File: config.mk
export PLATFORM = sky130hd
export DESIGN_NAME = eb_release_ctrl_flat
export DESIGN_NICKNAME = d
export VERILOG_FILES = /design/src/rtl/jesd_rx_pkg.sv /design/src/rtl/eb_release_ctrl_if.sv /design/src/rtl/lmfc_counter.sv /design/src/rtl/eb_release_ctrl.sv /design/src/flat_wrapper.sv
export SDC_FILE = /design/constraint.sdc
export NUM_CORES = 1
export LEC_CHECK = 0
export ABC_AREA = 1
export CAP_MARGIN = 5
export CORE_ASPECT_RATIO = 1.25
export CORE_UTILIZATION = 51
export CTS_BUF_LIST = sky130_fd_sc_hd__clkbuf_8
export DETAILED_ROUTE_END_ITERATION = 16
export HOLD_SLACK_MARGIN = 0.15
export PLACE_DENSITY = 0.75
export SLEW_MARGIN = 10
export SYNTH_ARGS = -nofsm -noshare
export SYNTH_HDL_FRONTEND = slang
export SYNTH_SLANG_ARGS = --single-unit
File: constraint.sdc
create_clock -name clk_i -period 2.5 [get_ports clk_i]
set_input_delay 0.5 -clock clk_i [delete_from_list [all_inputs] [get_ports clk_i]]
set_output_delay 0.5 -clock clk_i [all_outputs]
set_load 0.03 [all_outputs]
File: src/rtl/jesd_rx_pkg.sv
// Shared types and defaults for the JESD204B receive path.
package jesd_rx_pkg;

  localparam int unsigned LMFC_W_DEFAULT = 8;

  typedef enum logic [2:0] {
    StIdle,
    StWaitLanes,
    StWaitRelease,
    StReleased,
    StError
  } eb_ctrl_state_e;

endpackage

File: src/rtl/eb_release_ctrl_if.sv
// Control/status bundle between lane alignment logic and the elastic buffer release controller.
interface eb_release_ctrl_if
  import jesd_rx_pkg::*;
#(
  parameter int unsigned NUM_LANES   = 4,
  parameter int unsigned BUFFER_SIZE = 128,
  parameter int unsigned LMFC_W      = LMFC_W_DEFAULT
);

  localparam int unsigned OCC_W = $clog2(BUFFER_SIZE);

  logic                 sync_en_i;
  logic [LMFC_W-1:0]    lmfc_period_i;
  logic [LMFC_W-1:0]    rbd_i;
  logic [NUM_LANES-1:0] lane_start_i;
  logic [NUM_LANES-1:0] eb_write_en_o;
  logic                 eb_release_no;
  logic                 lmfc_edge_o;
  logic                 released_o;
  logic                 err_o;
  logic [OCC_W-1:0]     occupancy_o;

  modport master (
    output sync_en_i, lmfc_period_i, rbd_i, lane_start_i,
    input  eb_write_en_o, eb_release_no, lmfc_edge_o, released_o, err_o, occupancy_o
  );

  modport slave (
    input  sync_en_i, lmfc_period_i, rbd_i, lane_start_i,
    output eb_write_en_o, eb_release_no, lmfc_edge_o, released_o, err_o, occupancy_o
  );

endinterface

File: src/rtl/lmfc_counter.sv
// Free-running local multiframe clock counter; shared with the SYNC~ and SYSREF logic.
module lmfc_counter #(
  parameter int unsigned W = 8
) (
  input  logic         clk_i,
  input  logic         rst_i,
  input  logic [W-1:0] period_i,
  output logic [W-1:0] count_o,
  output logic         edge_o
);

  logic [W-1:0] count_q, count_d;

  always_comb begin
    count_d = count_q + W'(1);
    // Period 0 or 1 pins the count at 0; '>=' also recovers when the period shrinks.
    if (period_i <= W'(1) || count_q >= period_i - W'(1)) begin
      count_d = '0;
    end
  end

  always_ff @(posedge clk_i or posedge rst_i) begin
    if (rst_i) begin
      count_q <= '0;
    end else begin
      count_q <= count_d;
    end
  end

  assign count_o = count_q;
  assign edge_o  = (count_q == '0);

endmodule

File: src/rtl/eb_release_ctrl.sv
// Enables per-lane elastic buffer writes at start-of-multiframe and releases all buffers
// together at a fixed offset within the LMFC for deterministic latency.
module eb_release_ctrl
  import jesd_rx_pkg::*;
#(
  parameter int unsigned NUM_LANES   = 4,
  parameter int unsigned BUFFER_SIZE = 128,
  parameter int unsigned LMFC_W      = LMFC_W_DEFAULT
) (
  input logic              clk_i,
  input logic              rst_i,
  eb_release_ctrl_if.slave bus
);

  localparam int unsigned OCC_W = $clog2(BUFFER_SIZE);
  localparam logic [OCC_W-1:0] OccMax = OCC_W'(BUFFER_SIZE - 1);

  eb_ctrl_state_e       state_q, state_d;
  logic [NUM_LANES-1:0] seen_q, seen_d;
  logic [OCC_W-1:0]     occ_q, occ_d;
  logic [NUM_LANES-1:0] write_en_q;
  logic                 release_n_q, released_q, err_q;
  logic [OCC_W-1:0]     occupancy_q;
  logic                 release_hit;

  logic [LMFC_W-1:0] lmfc_count, period_eff, rbd_eff;

  lmfc_counter #(
    .W(LMFC_W)
  ) u_lmfc (
    .clk_i   (clk_i),
    .rst_i   (rst_i),
    .period_i(bus.lmfc_period_i),
    .count_o (lmfc_count),
    .edge_o  (bus.lmfc_edge_o)
  );

  always_comb begin
    period_eff = (bus.lmfc_period_i == '0) ? LMFC_W'(1) : bus.lmfc_period_i;
    rbd_eff    = (bus.rbd_i >= period_eff) ? period_eff - LMFC_W'(1) : bus.rbd_i;
  end

  always_comb begin
    state_d     = state_q;
    seen_d      = seen_q;
    occ_d       = occ_q;
    release_hit = 1'b0;
    unique case (state_q)
      StIdle: begin
        seen_d = '0;
        occ_d  = '0;
        if (bus.sync_en_i) state_d = StWaitLanes;
      end
      StWaitLanes: begin
        seen_d = seen_q | bus.lane_start_i;
        if (|seen_d && occ_q != OccMax) occ_d = occ_q + OCC_W'(1);
        if (occ_q == OccMax) begin
          state_d = StError;
          seen_d  = '0;
        end else if (&seen_d) begin
          state_d = StWaitRelease;
        end
      end
      StWaitRelease: begin
        if (occ_q != OccMax) occ_d = occ_q + OCC_W'(1);
        // Overflow wins over a coincident release slot.
        if (occ_q == OccMax) begin
          state_d = StError;
          seen_d  = '0;
        end else if (lmfc_count == rbd_eff) begin
          state_d     = StReleased;
          release_hit = 1'b1;
        end
      end
      StReleased: ;
      StError: seen_d = '0;
      default: state_d = StIdle;
    endcase
    if (state_q != StIdle && !bus.sync_en_i) begin
      state_d     = StIdle;
      seen_d      = '0;
      release_hit = 1'b0;
    end
  end

  always_ff @(posedge clk_i or posedge rst_i) begin
    if (rst_i) begin
      state_q     <= StIdle;
      seen_q      <= '0;
      occ_q       <= '0;
      write_en_q  <= '0;
      release_n_q <= 1'b1;
      released_q  <= 1'b0;
      err_q       <= 1'b0;
      occupancy_q <= '0;
    end else begin
      state_q     <= state_d;
      seen_q      <= seen_d;
      occ_q       <= occ_d;
      write_en_q  <= (state_d == StWaitLanes || state_d == StWaitRelease ||
                      state_d == StReleased) ? seen_d : '0;
      release_n_q <= (state_d != StReleased);
      released_q  <= (state_d == StReleased);
      err_q       <= (state_d == StError);
      if (release_hit) occupancy_q <= occ_q;
    end
  end

  assign bus.eb_write_en_o = write_en_q;
  assign bus.eb_release_no = release_n_q;
  assign bus.released_o    = released_q;
  assign bus.err_o         = err_q;
  assign bus.occupancy_o   = occupancy_q;

endmodule

File: src/flat_wrapper.sv
// flat-port wrapper written by rule: the top's interface ports become plain ports
module eb_release_ctrl_flat import jesd_rx_pkg::*;
#(
  parameter int unsigned NUM_LANES   = 4,
  parameter int unsigned BUFFER_SIZE = 128,
  parameter int unsigned LMFC_W      = LMFC_W_DEFAULT
)
  (clk_i, rst_i, bus_sync_en_i, bus_lmfc_period_i, bus_rbd_i, bus_lane_start_i, bus_eb_write_en_o, bus_eb_release_no, bus_lmfc_edge_o, bus_released_o, bus_err_o, bus_occupancy_o);
  eb_release_ctrl_if #(.NUM_LANES(NUM_LANES), .BUFFER_SIZE(BUFFER_SIZE), .LMFC_W(LMFC_W)) bus_i ();
  input logic clk_i;
  input logic rst_i;
  input wire logic [$bits(bus_i.sync_en_i)-1:0] bus_sync_en_i;
  input wire logic [$bits(bus_i.lmfc_period_i)-1:0] bus_lmfc_period_i;
  input wire logic [$bits(bus_i.rbd_i)-1:0] bus_rbd_i;
  input wire logic [$bits(bus_i.lane_start_i)-1:0] bus_lane_start_i;
  output wire logic [$bits(bus_i.eb_write_en_o)-1:0] bus_eb_write_en_o;
  output wire logic [$bits(bus_i.eb_release_no)-1:0] bus_eb_release_no;
  output wire logic [$bits(bus_i.lmfc_edge_o)-1:0] bus_lmfc_edge_o;
  output wire logic [$bits(bus_i.released_o)-1:0] bus_released_o;
  output wire logic [$bits(bus_i.err_o)-1:0] bus_err_o;
  output wire logic [$bits(bus_i.occupancy_o)-1:0] bus_occupancy_o;
  assign bus_i.sync_en_i = bus_sync_en_i;
  assign bus_i.lmfc_period_i = bus_lmfc_period_i;
  assign bus_i.rbd_i = bus_rbd_i;
  assign bus_i.lane_start_i = bus_lane_start_i;
  assign bus_eb_write_en_o = bus_i.eb_write_en_o;
  assign bus_eb_release_no = bus_i.eb_release_no;
  assign bus_lmfc_edge_o = bus_i.lmfc_edge_o;
  assign bus_released_o = bus_i.released_o;
  assign bus_err_o = bus_i.err_o;
  assign bus_occupancy_o = bus_i.occupancy_o;
  eb_release_ctrl #(.NUM_LANES(NUM_LANES), .BUFFER_SIZE(BUFFER_SIZE), .LMFC_W(LMFC_W)) u_core (.clk_i(clk_i), .rst_i(rst_i), .bus(bus_i));
endmodule
# --- Word-level counts from Yosys, hierarchy flattened ---
# Index checks and enable logic that the tools add are counted.
totals:
  regBits: 36
  inputBits: 23
  word_cells: 69
op_classes:
  n_addsub: 4
  n_lt_le_gt_ge: 3
  n_eq_ne: 14
  n_mux: 22
  bitwise_logic: 1
  n_reduce_logical: 16
op_table:
  columns: ["op", "n"]
  rows:
  - ["$mux 8", 3]
  - ["$pmux 7 s3", 1]
  - ["$mux 3", 6]
  - ["$ge 8x8->1", 2]
  - ["$logic_not 8->1", 2]
  - ["$mux 4", 4]
  - ["$sub 8x1->8 const B", 2]
  - ["$mux 7", 2]
  - ["$eq 3x2->1 const B", 4]
  - ["$pmux 3 s4", 1]
  - ["$pmux 4 s3", 1]
  - ["$add 8x1->8 const B", 1]
  - ["$eq 8x8->1", 1]
  - ["$le 8x1->1 const B", 1]
  - ["$add 7x1->7 const B", 1]
  - ["$eq 7x7->1 const B", 1]
  - ["$ne 7x7->1 const B", 1]
  - ["$eq 3x1->1 const B", 2]
  - ["$eq 3x3->1 const B", 2]
  - ["$reduce_bool 3->1", 2]
  - ["$mux 1", 4]
  - ["$ne 2x1->1 const B", 2]
  - ["$or 4x4->4", 1]
  - ["$reduce_and 4->1", 1]
  - ["other kinds (8)", 12]

# --- Longest topological paths before layout ---
# Gate-level depths: netlist of the first run.
depth:
  ltp_word: 13
  depth_mapped: 28
  ltp_nobuf: 27

# --- By module ---
# From an unflattened synthesis of the first run, not the netlist that was laid out.
hier_totals:
  cells_unflattened: 407
  area_unflattened_um2: 2844.0
modules_own_cells:
  columns: ["mod", "n_inst", "cells_each", "area_per_inst_um2", "seq_area_each_um2"]
  rows:
  - ["eb_release_ctrl", 1, 295, 2025.7, 701.9]
  - ["lmfc_counter", 1, 112, 818.3, 200.2]

# --- Least setup slack after synthesis of the first run ---
# OpenSTA, ideal clock, no wires.
synth_timing:
  path_kind: "input to register"
  startpoint: "input bus_lmfc_period_i[0]"
  endpoint: "register u_core.occupancy_q[0] (netlist: u_core.bus.occupancy_o[0])"
  setup_time_ps: 120
  arrival_time_ps: 2722
  required_time_ps: 2380
  setup_slack_ps: -342
  path_stages: 25
  n_path_buf: 2
  cell_sequence: "inv_1 -> ha_1 -> nand2_2 -> inv_2 -> nand2_4 -> inv_4 -> nor2_4 -> inv_1 -> ha_1 -> nand2_1 -> nor2_1 -> nor2_1 -> nand2_1 -> nand2_1 -> buf_4 -> nand3_1 -> nand2_1 -> nand2_1 -> nand2_1 -> nand2_2 -> nor2_4 -> nand4_4 -> buf_6 -> nand2_2 -> o21ai_2"
synth_via:
  elab_chain_len: 9
  elab_cells_between_ends: 10
  cone_classes: "add/sub (1); order compare (1); eq/ne (1); mux (6); reduce/logical (1)"
synth_lines:
  columns: ["element", "line_no", "rtl"]
  rows:
  - ["from (decl)", "flat_wrapper.sv:13", "input wire logic [$bits(bus_i.lmfc_period_i)-1:0] bus_lmfc_period_i;"]
  - ["$logic_not 8->1", "eb_release_ctrl.sv:39", "period_eff = (bus.lmfc_period_i == '0) ? LMFC_W'(1) : bus.lmfc_period_i;"]
  - ["$mux 8 (*)", "eb_release_ctrl.sv:39", null]
  - ["$sub 8x1->8 or $ge 8x8->1 (tied branches)", "eb_release_ctrl.sv:40", "rbd_eff = (bus.rbd_i >= period_eff) ? period_eff - LMFC_W'(1) : bus.rbd_i;"]
  - ["$mux 8 (*)", "eb_release_ctrl.sv:40", null]
  - ["$eq 8x8->1 (*)", "eb_release_ctrl.sv:70", "end else if (lmfc_count == rbd_eff) begin"]
  - ["$mux 1 (*)", "eb_release_ctrl.sv:70", null]
  - ["$mux 1 (*)", "eb_release_ctrl.sv:67", "if (occ_q == OccMax) begin"]
  - ["$mux 1 (*)", "eb_release_ctrl.sv:48", "unique case (state_q)"]
  - ["$mux 1 (*)", "eb_release_ctrl.sv:79", "if (state_q != StIdle && !bus.sync_en_i) begin"]
  - ["to (signal assigned)", "eb_release_ctrl.sv:105", "if (release_hit) occupancy_q <= occ_q;"]
  - ["to (decl)", "eb_release_ctrl.sv:23", "logic [OCC_W-1:0] occupancy_q;"]
# Mark *: on every way between the ends. The rest lies on a longest branch, timed or not.
# A chain may end at the register's enable or synchronous reset.

# --- Final worst setup path of the first run ---
layout_timing:
  startpoint: "input bus_lmfc_period_i[1]"
  endpoint: "register u_core.occupancy_q[2] (netlist: u_core.bus.occupancy_o[2])"
# The elaborated chain is that of the path after synthesis.

==> impl_metrics.env, run 1 <==
export IMPL_cts_tree="done"
export IMPL_ir_drop_mv=0.544
export IMPL_cts_hold_buffers=0
export IMPL_worstMarginPinSlew_ns=0.659
export IMPL_routed_wl_microns=7060
export IMPL_track_usage_pct=26.5
export IMPL_rsz0062_at_grt="true"
export IMPL_num_io_pins=38
export IMPL_powerDensity_mw_per_mm2=668
export IMPL_p_seq_share_pct=33.7
export IMPL_synth_fa_ha_area_share_pct=10.1
export IMPL_crit_path_max_incr_delay_ns=0.25
export IMPL_path_clk_slew_ns=0.07
export IMPL_postPlaceCellArea_sq_mm=0.00352
export IMPL_maxSlewViolCount=0
export IMPL_yosysTopAreaCell="dfrtp_1"
export IMPL_cp_end_kind="flip-flop"
export IMPL_crit_arrival_ns=2.91
export IMPL_cp_required_ns=2.68
export IMPL_cts_made_buffers=5
export IMPL_power_switching_mw=1.10
export IMPL_design_area_sq_mm=0.00383
export IMPL_grt_pass1_vias=2744
export IMPL_vias=2746
export IMPL_comb_power_share_pct=49.9
export IMPL_fmax_mhz=366
export IMPL_syn_inst=370
export IMPL_gp_congestion=0.906
export IMPL_drive_gt1_share_pct=29.4
export IMPL_synth_top_family_by_area="simple AND/OR/NAND/NOR gates"
export IMPL_final_nets=510
export IMPL_fin_util_pct=74.9
export IMPL_synth_compound_area_share_pct=9.15
export IMPL_sw_frac_of_total_pct=43.1
export IMPL_wl_per_cell_microns=13.4
export IMPL_dp_cells=508
export IMPL_synth_xor_area_share_pct=3.20
export IMPL_synthMuxAreaShare_pct=0
export IMPL_yosysSeqAreaShare_pct=33.0
export IMPL_ys_types=35
export IMPL_total_power_mw=2.56
export IMPL_cp_max_fo=7
export IMPL_grt_antenna_before_repair=0
export IMPL_slew_limit_headroom_pct=56.0
export IMPL_synth_top_area_share_pct=32.0
export IMPL_grt_max_degree=22
export IMPL_p_int_mw=1.46
export IMPL_setup_violations=14
export IMPL_start_kind="input port"
export IMPL_clock_skew_ns=0.00839
export IMPL_clockRootBuffer="clkbuf_8"
export IMPL_dpl_worst_slack_ns=-1.05
export IMPL_status="complete, but fails checks"
export IMPL_timing_setup_tns_ns=-2.43
export IMPL_hold_viol_final=0
export IMPL_cts_buffer_depth=2
export IMPL_max_cap_violations=0
export IMPL_fin_crit_sh_pct=109
export IMPL_worst_hold_slack_ns=0.483
export IMPL_path_class="input port to flip-flop"
export IMPL_post_drt_via_cell_ratio=5.20
export IMPL_die_w_microns=67.5
export IMPL_synth_seq_cells=36
export IMPL_fp_coreArea_sq_mm=0.00512
export IMPL_dieArea_sq_mm=0.00566
export IMPL_yosys_warnings=0
export IMPL_n_antenna_cell=0
export IMPL_avgSynthCellArea_sq_um=7.39
export IMPL_setup_ws_ns=-0.231
export IMPL_dpl_hpwl_microns=5280
export IMPL_violations="setup timing"
export IMPL_ant_nets=0
export IMPL_start_util_pct=53.5
export IMPL_cts_sinks=36
export IMPL_clock_power_share_pct=16.4
export IMPL_insertion_delay_ns=0.29
export IMPL_die_y_microns=83.9
export IMPL_leakagePower_nw=1.92
export IMPL_synth_area_leaders="dfrtp_1, nand2_1, ha_1"
export IMPL_first_pass_iters=4
export IMPL_port_buffers=37
export IMPL_drc=0
export IMPL_grt_first_pass_wirelength_microns=11400
export IMPL_syn_area_sq_mm=0.00274
export IMPL_synthSimpleGateAreaFrac_pct=34.5
export IMPL_hold_class="flip-flop to flip-flop"
export IMPL_final_cell_count_no_fill=528
export IMPL_fin_crit_ns=2.73
export IMPL_area_growth_pct=40.1
export IMPL_synth_nets=415
export IMPL_gr_total_overflow=0
export IMPL_htree_levels=2
export IMPL_core_rowCount=29
export IMPL_cpMaxStageDelayCell="ha_4"
export IMPL_drt_iter0_drc=63
[power by group through the flow]
stage | logic [mW] | clock network (mW) | registers [mW]
2_1_floorplan | 0.759 | 0 | 0.893
3_3_place_gp | 1.14 | 0 | 0.859
3_5_place_dp | 1.18 | 0 | 0.865
4_1_cts | 1.24 | 0.427 | 0.856
5_1_grt | 1.43 | 0.454 | 0.883
6_report | 1.28 | 0.420 | 0.862
[layout by cell type (no fill, tap or decap), types with 4 or more instances in the layout]
cell / netlist / routed
nand3_1: 25 / 23
buf_4: 2 / 47
nand2_2: 10 / 17
clkbuf_8: 0 / 6
nor4_1: 4 / 4
inv_1: 49 / 46
dfrtp_1: 35 / 35
nor2_1: 34 / 34
inv_2: 13 / 14
o21ai_2: 7 / 7
nand2_4: 1 / 6
nor3_1: 14 / 14
o21ai_0: 9 / 9
clkdlybuf4s50_1: 0 / 28
nor3b_1: 5 / 5
a21oi_1: 14 / 13
nor2_4: 4 / 6
buf_6: 2 / 4
clkbuf_2: 0 / 6
xor2_1: 8 / 8
ha_1: 22 / 19
nand3b_1: 5 / 5
nand4_1: 4 / 4
nand2_1: 81 / 70
[kinds of logic (layout without fill, tap and decap cells)]
logic type	count (synthesis)	after routing
flip-flops	36	36
AO/OA/AOI/OAI	40	40
XOR/XNOR	10	10
AND/OR/NAND/NOR	195	197
buffers and inverters	67	161
adder cells (fa/ha/maj)	22	22
[flip-flops by register name, summed over array words and instances (netlist names)]
register / count
u_core.bus.eb_write_en_o: 4
u_core.occ_q: 7
u_core.bus.err_o: 1
u_core.seen_q: 4
u_core.bus.eb_release_no: 1
u_core.bus.released_o: 1
u_core.state_q: 3
u_core.u_lmfc.count_o: 8
u_core.bus.occupancy_o: 7
[synth_stat cells (all sizes together)]
| master | instances |
|---|---|
| ha | 22 |
| a21o | 1 |
| buf | 4 |
| a2111oi | 1 |
| a31oi | 2 |
| a21boi | 2 |
| nand3 | 26 |
| a311oi | 2 |
| xnor2 | 2 |
| nand2 | 92 |
| nor3b | 5 |
| nor3 | 15 |
| nand4 | 5 |
| nor2 | 43 |
| o21ai | 17 |
| xor2 | 8 |
| dfstp | 1 |
| a21oi | 14 |
| nor4 | 4 |
| dfrtp | 35 |
| inv | 63 |
| a211oi | 1 |
| nand3b | 5 |
[final cells by class]
type                       count  area [sq um]
inverter                      63           262
clock buffer                   6          82.6
timing repair buffer          90           792
multi-input combinational    269          1700
clock inverter                 2          11.3
sequential                    36           902
fill                         376          1280
tap                           62          77.6
[per-layer routing]
layer / GRT usage (%) / vias up / wire, microns
met2: 49.7 / 67 / 3970
li1: - / 1389 / -
met3: 3.14 / 17 / 234
met4: 12.6 / 0 / 160
met1: 27.4 / 1273 / 2700
met5: 0 / - / 0
[critical path: cells and delay by family]
| family | cells | cell delay (ns) |
|---|---|---|
| AO/OA/AOI/OAI | 1 | 0.06 |
| adder cells (fa/ha/maj) | 2 | 0.40 |
| buffers and inverters | 7 | 0.50 |
| AND/OR/NAND/NOR | 15 | 1.44 |
[path summary, 6_finish.rpt]
path / start / endpoint / slack [ns] / cells after the start
max in group asynchronous: rst_i / u_core.bus.occupancy_o[2] / 1.36 / 3
max: bus_lmfc_period_i[1] / u_core.bus.occupancy_o[2] / -0.23 / 25
min reg2reg: u_core.u_lmfc.count_o[0] / u_core.u_lmfc.count_o[0] / 0.48 / 1
min in group asynchronous: rst_i / u_core.bus.released_o / 0.61 / 2
max reg2reg: u_core.occ_q[1] / u_core.occ_q[4] / 0.36 / 11
min: u_core.u_lmfc.count_o[0] / u_core.u_lmfc.count_o[0] / 0.48 / 1
[repair_timing]
action                                  4_1_cts  5_1_grt
endpoints found under the setup margin       21       22
gates resized for setup                      36       30
gates cloned                                  1        1
pin swaps                                    16       28
buffers inserted                              7        4
Note: power is estimated with default switching activity, not from simulation.
==> inputs of run 2 (changes only) <==
--- a/config.mk
+++ b/config.mk
@@ -11,6 +11,7 @@
 export CORE_UTILIZATION = 51
 export CTS_BUF_LIST = sky130_fd_sc_hd__clkbuf_8
 export DETAILED_ROUTE_END_ITERATION = 16
+export GPL_TIMING_DRIVEN = 0
 export HOLD_SLACK_MARGIN = 0.15
 export PLACE_DENSITY = 0.75
 export SLEW_MARGIN = 10
==> constraint.sdc (replaced) <==
create_clock -name clk_i -period 3.2 [get_ports clk_i]
set_input_delay 0.64 -clock clk_i [delete_from_list [all_inputs] [get_ports clk_i]]
set_output_delay 0.64 -clock clk_i [all_outputs]
set_load 0.01 [all_outputs]
==> impl_metrics.env, run 2 (synthesis gave the netlist of run 1 again) <==
export IMPL_status="complete, no violations"
export IMPL_dpl_hpwl_microns=4750
export IMPL_cp_max_fo=5
export IMPL_grt_first_pass_wirelength_microns=10300
export IMPL_leakagePower_nw=1.69
export IMPL_max_cap_violations=0
export IMPL_ant_nets=0
export IMPL_start_kind="input port"
export IMPL_cp_required_ns=3.38
export IMPL_post_drt_via_cell_ratio=5.27
export IMPL_wl_per_cell_microns=13.5
export IMPL_grt_max_degree=37
export IMPL_fin_crit_sh_pct=96.6
export IMPL_ir_drop_mv=0.502
export IMPL_clock_power_share_pct=17.9
export IMPL_drt_iter0_drc=122
export IMPL_cts_tree="done"
export IMPL_drc=0
export IMPL_setup_violations=0
export IMPL_drive_gt1_share_pct=20.0
export IMPL_htree_levels=2
export IMPL_cts_made_buffers=5
export IMPL_comb_power_share_pct=46.4
export IMPL_slew_limit_headroom_pct=47.4
export IMPL_start_util_pct=53.5
export IMPL_layout_commonest_cell="nand2_1"
export IMPL_port_buffers=37
export IMPL_hold_class="flip-flop to flip-flop"
export IMPL_path_class="input port to flip-flop"
export IMPL_die_y_microns=83.9
export IMPL_maxSlewViolCount=0
export IMPL_insertion_delay_ns=0.29
export IMPL_fmax_mhz=323
export IMPL_hold_viol_final=0
export IMPL_clock_skew_ns=0.00520
export IMPL_clockRootBuffer="clkbuf_8"
export IMPL_fp_coreArea_sq_mm=0.00512
export IMPL_cts_sinks=36
export IMPL_power_switching_mw=0.791
export IMPL_fin_crit_ns=3.09
export IMPL_powerDensity_mw_per_mm2=542
export IMPL_fillers=435
export IMPL_p_seq_share_pct=35.8
export IMPL_die_w_microns=67.5
export IMPL_grt_pass1_vias=2451
export IMPL_final_cell_count_no_fill=488
export IMPL_final_nets=470
export IMPL_cp_end_kind="flip-flop"
export IMPL_num_io_pins=38
export IMPL_routed_wl_microns=6590
export IMPL_p_int_mw=1.08
export IMPL_dp_cells=469
export IMPL_area_growth_pct=26.3
export IMPL_track_usage_pct=24.3
export IMPL_gp_congestion=0.897
export IMPL_dieArea_sq_mm=0.00566
export IMPL_path_clk_slew_ns=0.07
export IMPL_core_rowCount=29
export IMPL_n_antenna_cell=0
export IMPL_first_pass_iters=4
export IMPL_cts_buffer_depth=2
export IMPL_final_cell_mix="nand2_1, inv_1, dfrtp_1"
export IMPL_vias=2572
export IMPL_sw_frac_of_total_pct=42.3
export IMPL_gr_total_overflow=0
export IMPL_largest_reg_flops=8
export IMPL_crit_arrival_ns=3.27
export IMPL_worstMarginPinSlew_ns=0.783
export IMPL_total_power_mw=1.87
export IMPL_grt_antenna_before_repair=0
## run 2: timing repair
action | 4_1_cts | 5_1_grt
cloned | 2 | 1
hold buffers | 0 | 0
pin swaps | 4 | 9
buffers inserted | 6 | 2
gates resized for setup | 25 | 21
setup endpoints to repair | 14 | 14
## run 2: final timing paths
check | from | end | slack, ns | cells after the start
setup / recovery | bus_lmfc_period_i[4] | u_core.bus.occupancy_o[1] | 0.11 | 26
hold / removal | u_core.u_lmfc.count_o[0] | u_core.u_lmfc.count_o[0] | 0.48 | 1
setup reg to reg | u_core.u_lmfc.count_o[0] | u_core.u_lmfc.count_o[4] | 1.10 | 11
hold reg to reg | u_core.u_lmfc.count_o[0] | u_core.u_lmfc.count_o[0] | 0.48 | 1
max in group asynchronous | rst_i | u_core.bus.occupancy_o[1] | 1.93 | 2
min in group asynchronous | rst_i | u_core.u_lmfc.count_o[7] | 0.79 | 2
## run 2: power by group through the flow
stage | sequential (mW) | clock [mW] | combinational [mW]
floorplan | 0.664 | 0 | 0.580
global placement | 0.673 | 0 | 0.789
detailed placement | 0.677 | 0 | 0.813
CTS | 0.668 | 0.339 | 0.832
global route | 0.681 | 0.361 | 0.986
finish | 0.669 | 0.334 | 0.867
## run 2: critical path, cell delays in order
cell and delay [ns]:
clkdlybuf4s15_1 0.28, inv_2 0.07, nand2_2 0.11, nor2_4 0.05, nand2_4 0.08, inv_4 0.05
nor2_4 0.09, inv_2 0.05, ha_4 0.25, nand2_1 0.05, nor2_1 0.11, nor2_1 0.06
nand2_1 0.11, nand2_4 0.09, nand2_4 0.10, buf_6 0.12, nand2_1 0.06, nand2_1 0.05
nand2_1 0.04, nand2_1 0.07, nand2_2 0.06, nor2_4 0.16, nand4_4 0.20, buf_8 0.20
nand2_2 0.06, o21ai_2 0.05
## run 2: metal layers
metal	GRT usage, %	wire, microns	vias to the layer above
met3	2.87	182	18
met1	25.9	2640	1189
met2	44.7	3530	60
met4	11.4	233	0
met5	0	0	-
li1	-	-	1305
## run 2: through the flow
step           hold WS (ns)  utilization (%)  setup WS, ns  instance area, sq um  setup TNS [ns]
6_report              0.482             67.5         0.109                  3450               0
4_1_cts               0.493             66.3        0.0354                  3390               0
3_5_place_dp          0.477             62.2        -0.821                  3180          -11.03
5_1_grt               0.516             67.5       -0.0480                  3450          -0.211
3_3_place_gp          0.471             62.2        -0.783                  3180          -10.19
2_1_floorplan         0.454                -         0.222                  2740               0
## run 2: final cells by class
cell class / instances / area (sq um) / area share (%)
Tap cell: 62 / 77.6 / 2.25
Inverter: 63 / 241 / 6.99
Clock buffer: 6 / 82.6 / 2.39
Buffer: 4 / 45.0 / 1.30
Sequential cell: 36 / 902 / 26.1
Multi-Input combinational cell: 267 / 1630 / 47.2
Timing Repair Buffer: 48 / 463 / 13.4
Clock inverter: 2 / 10.0 / 0.290
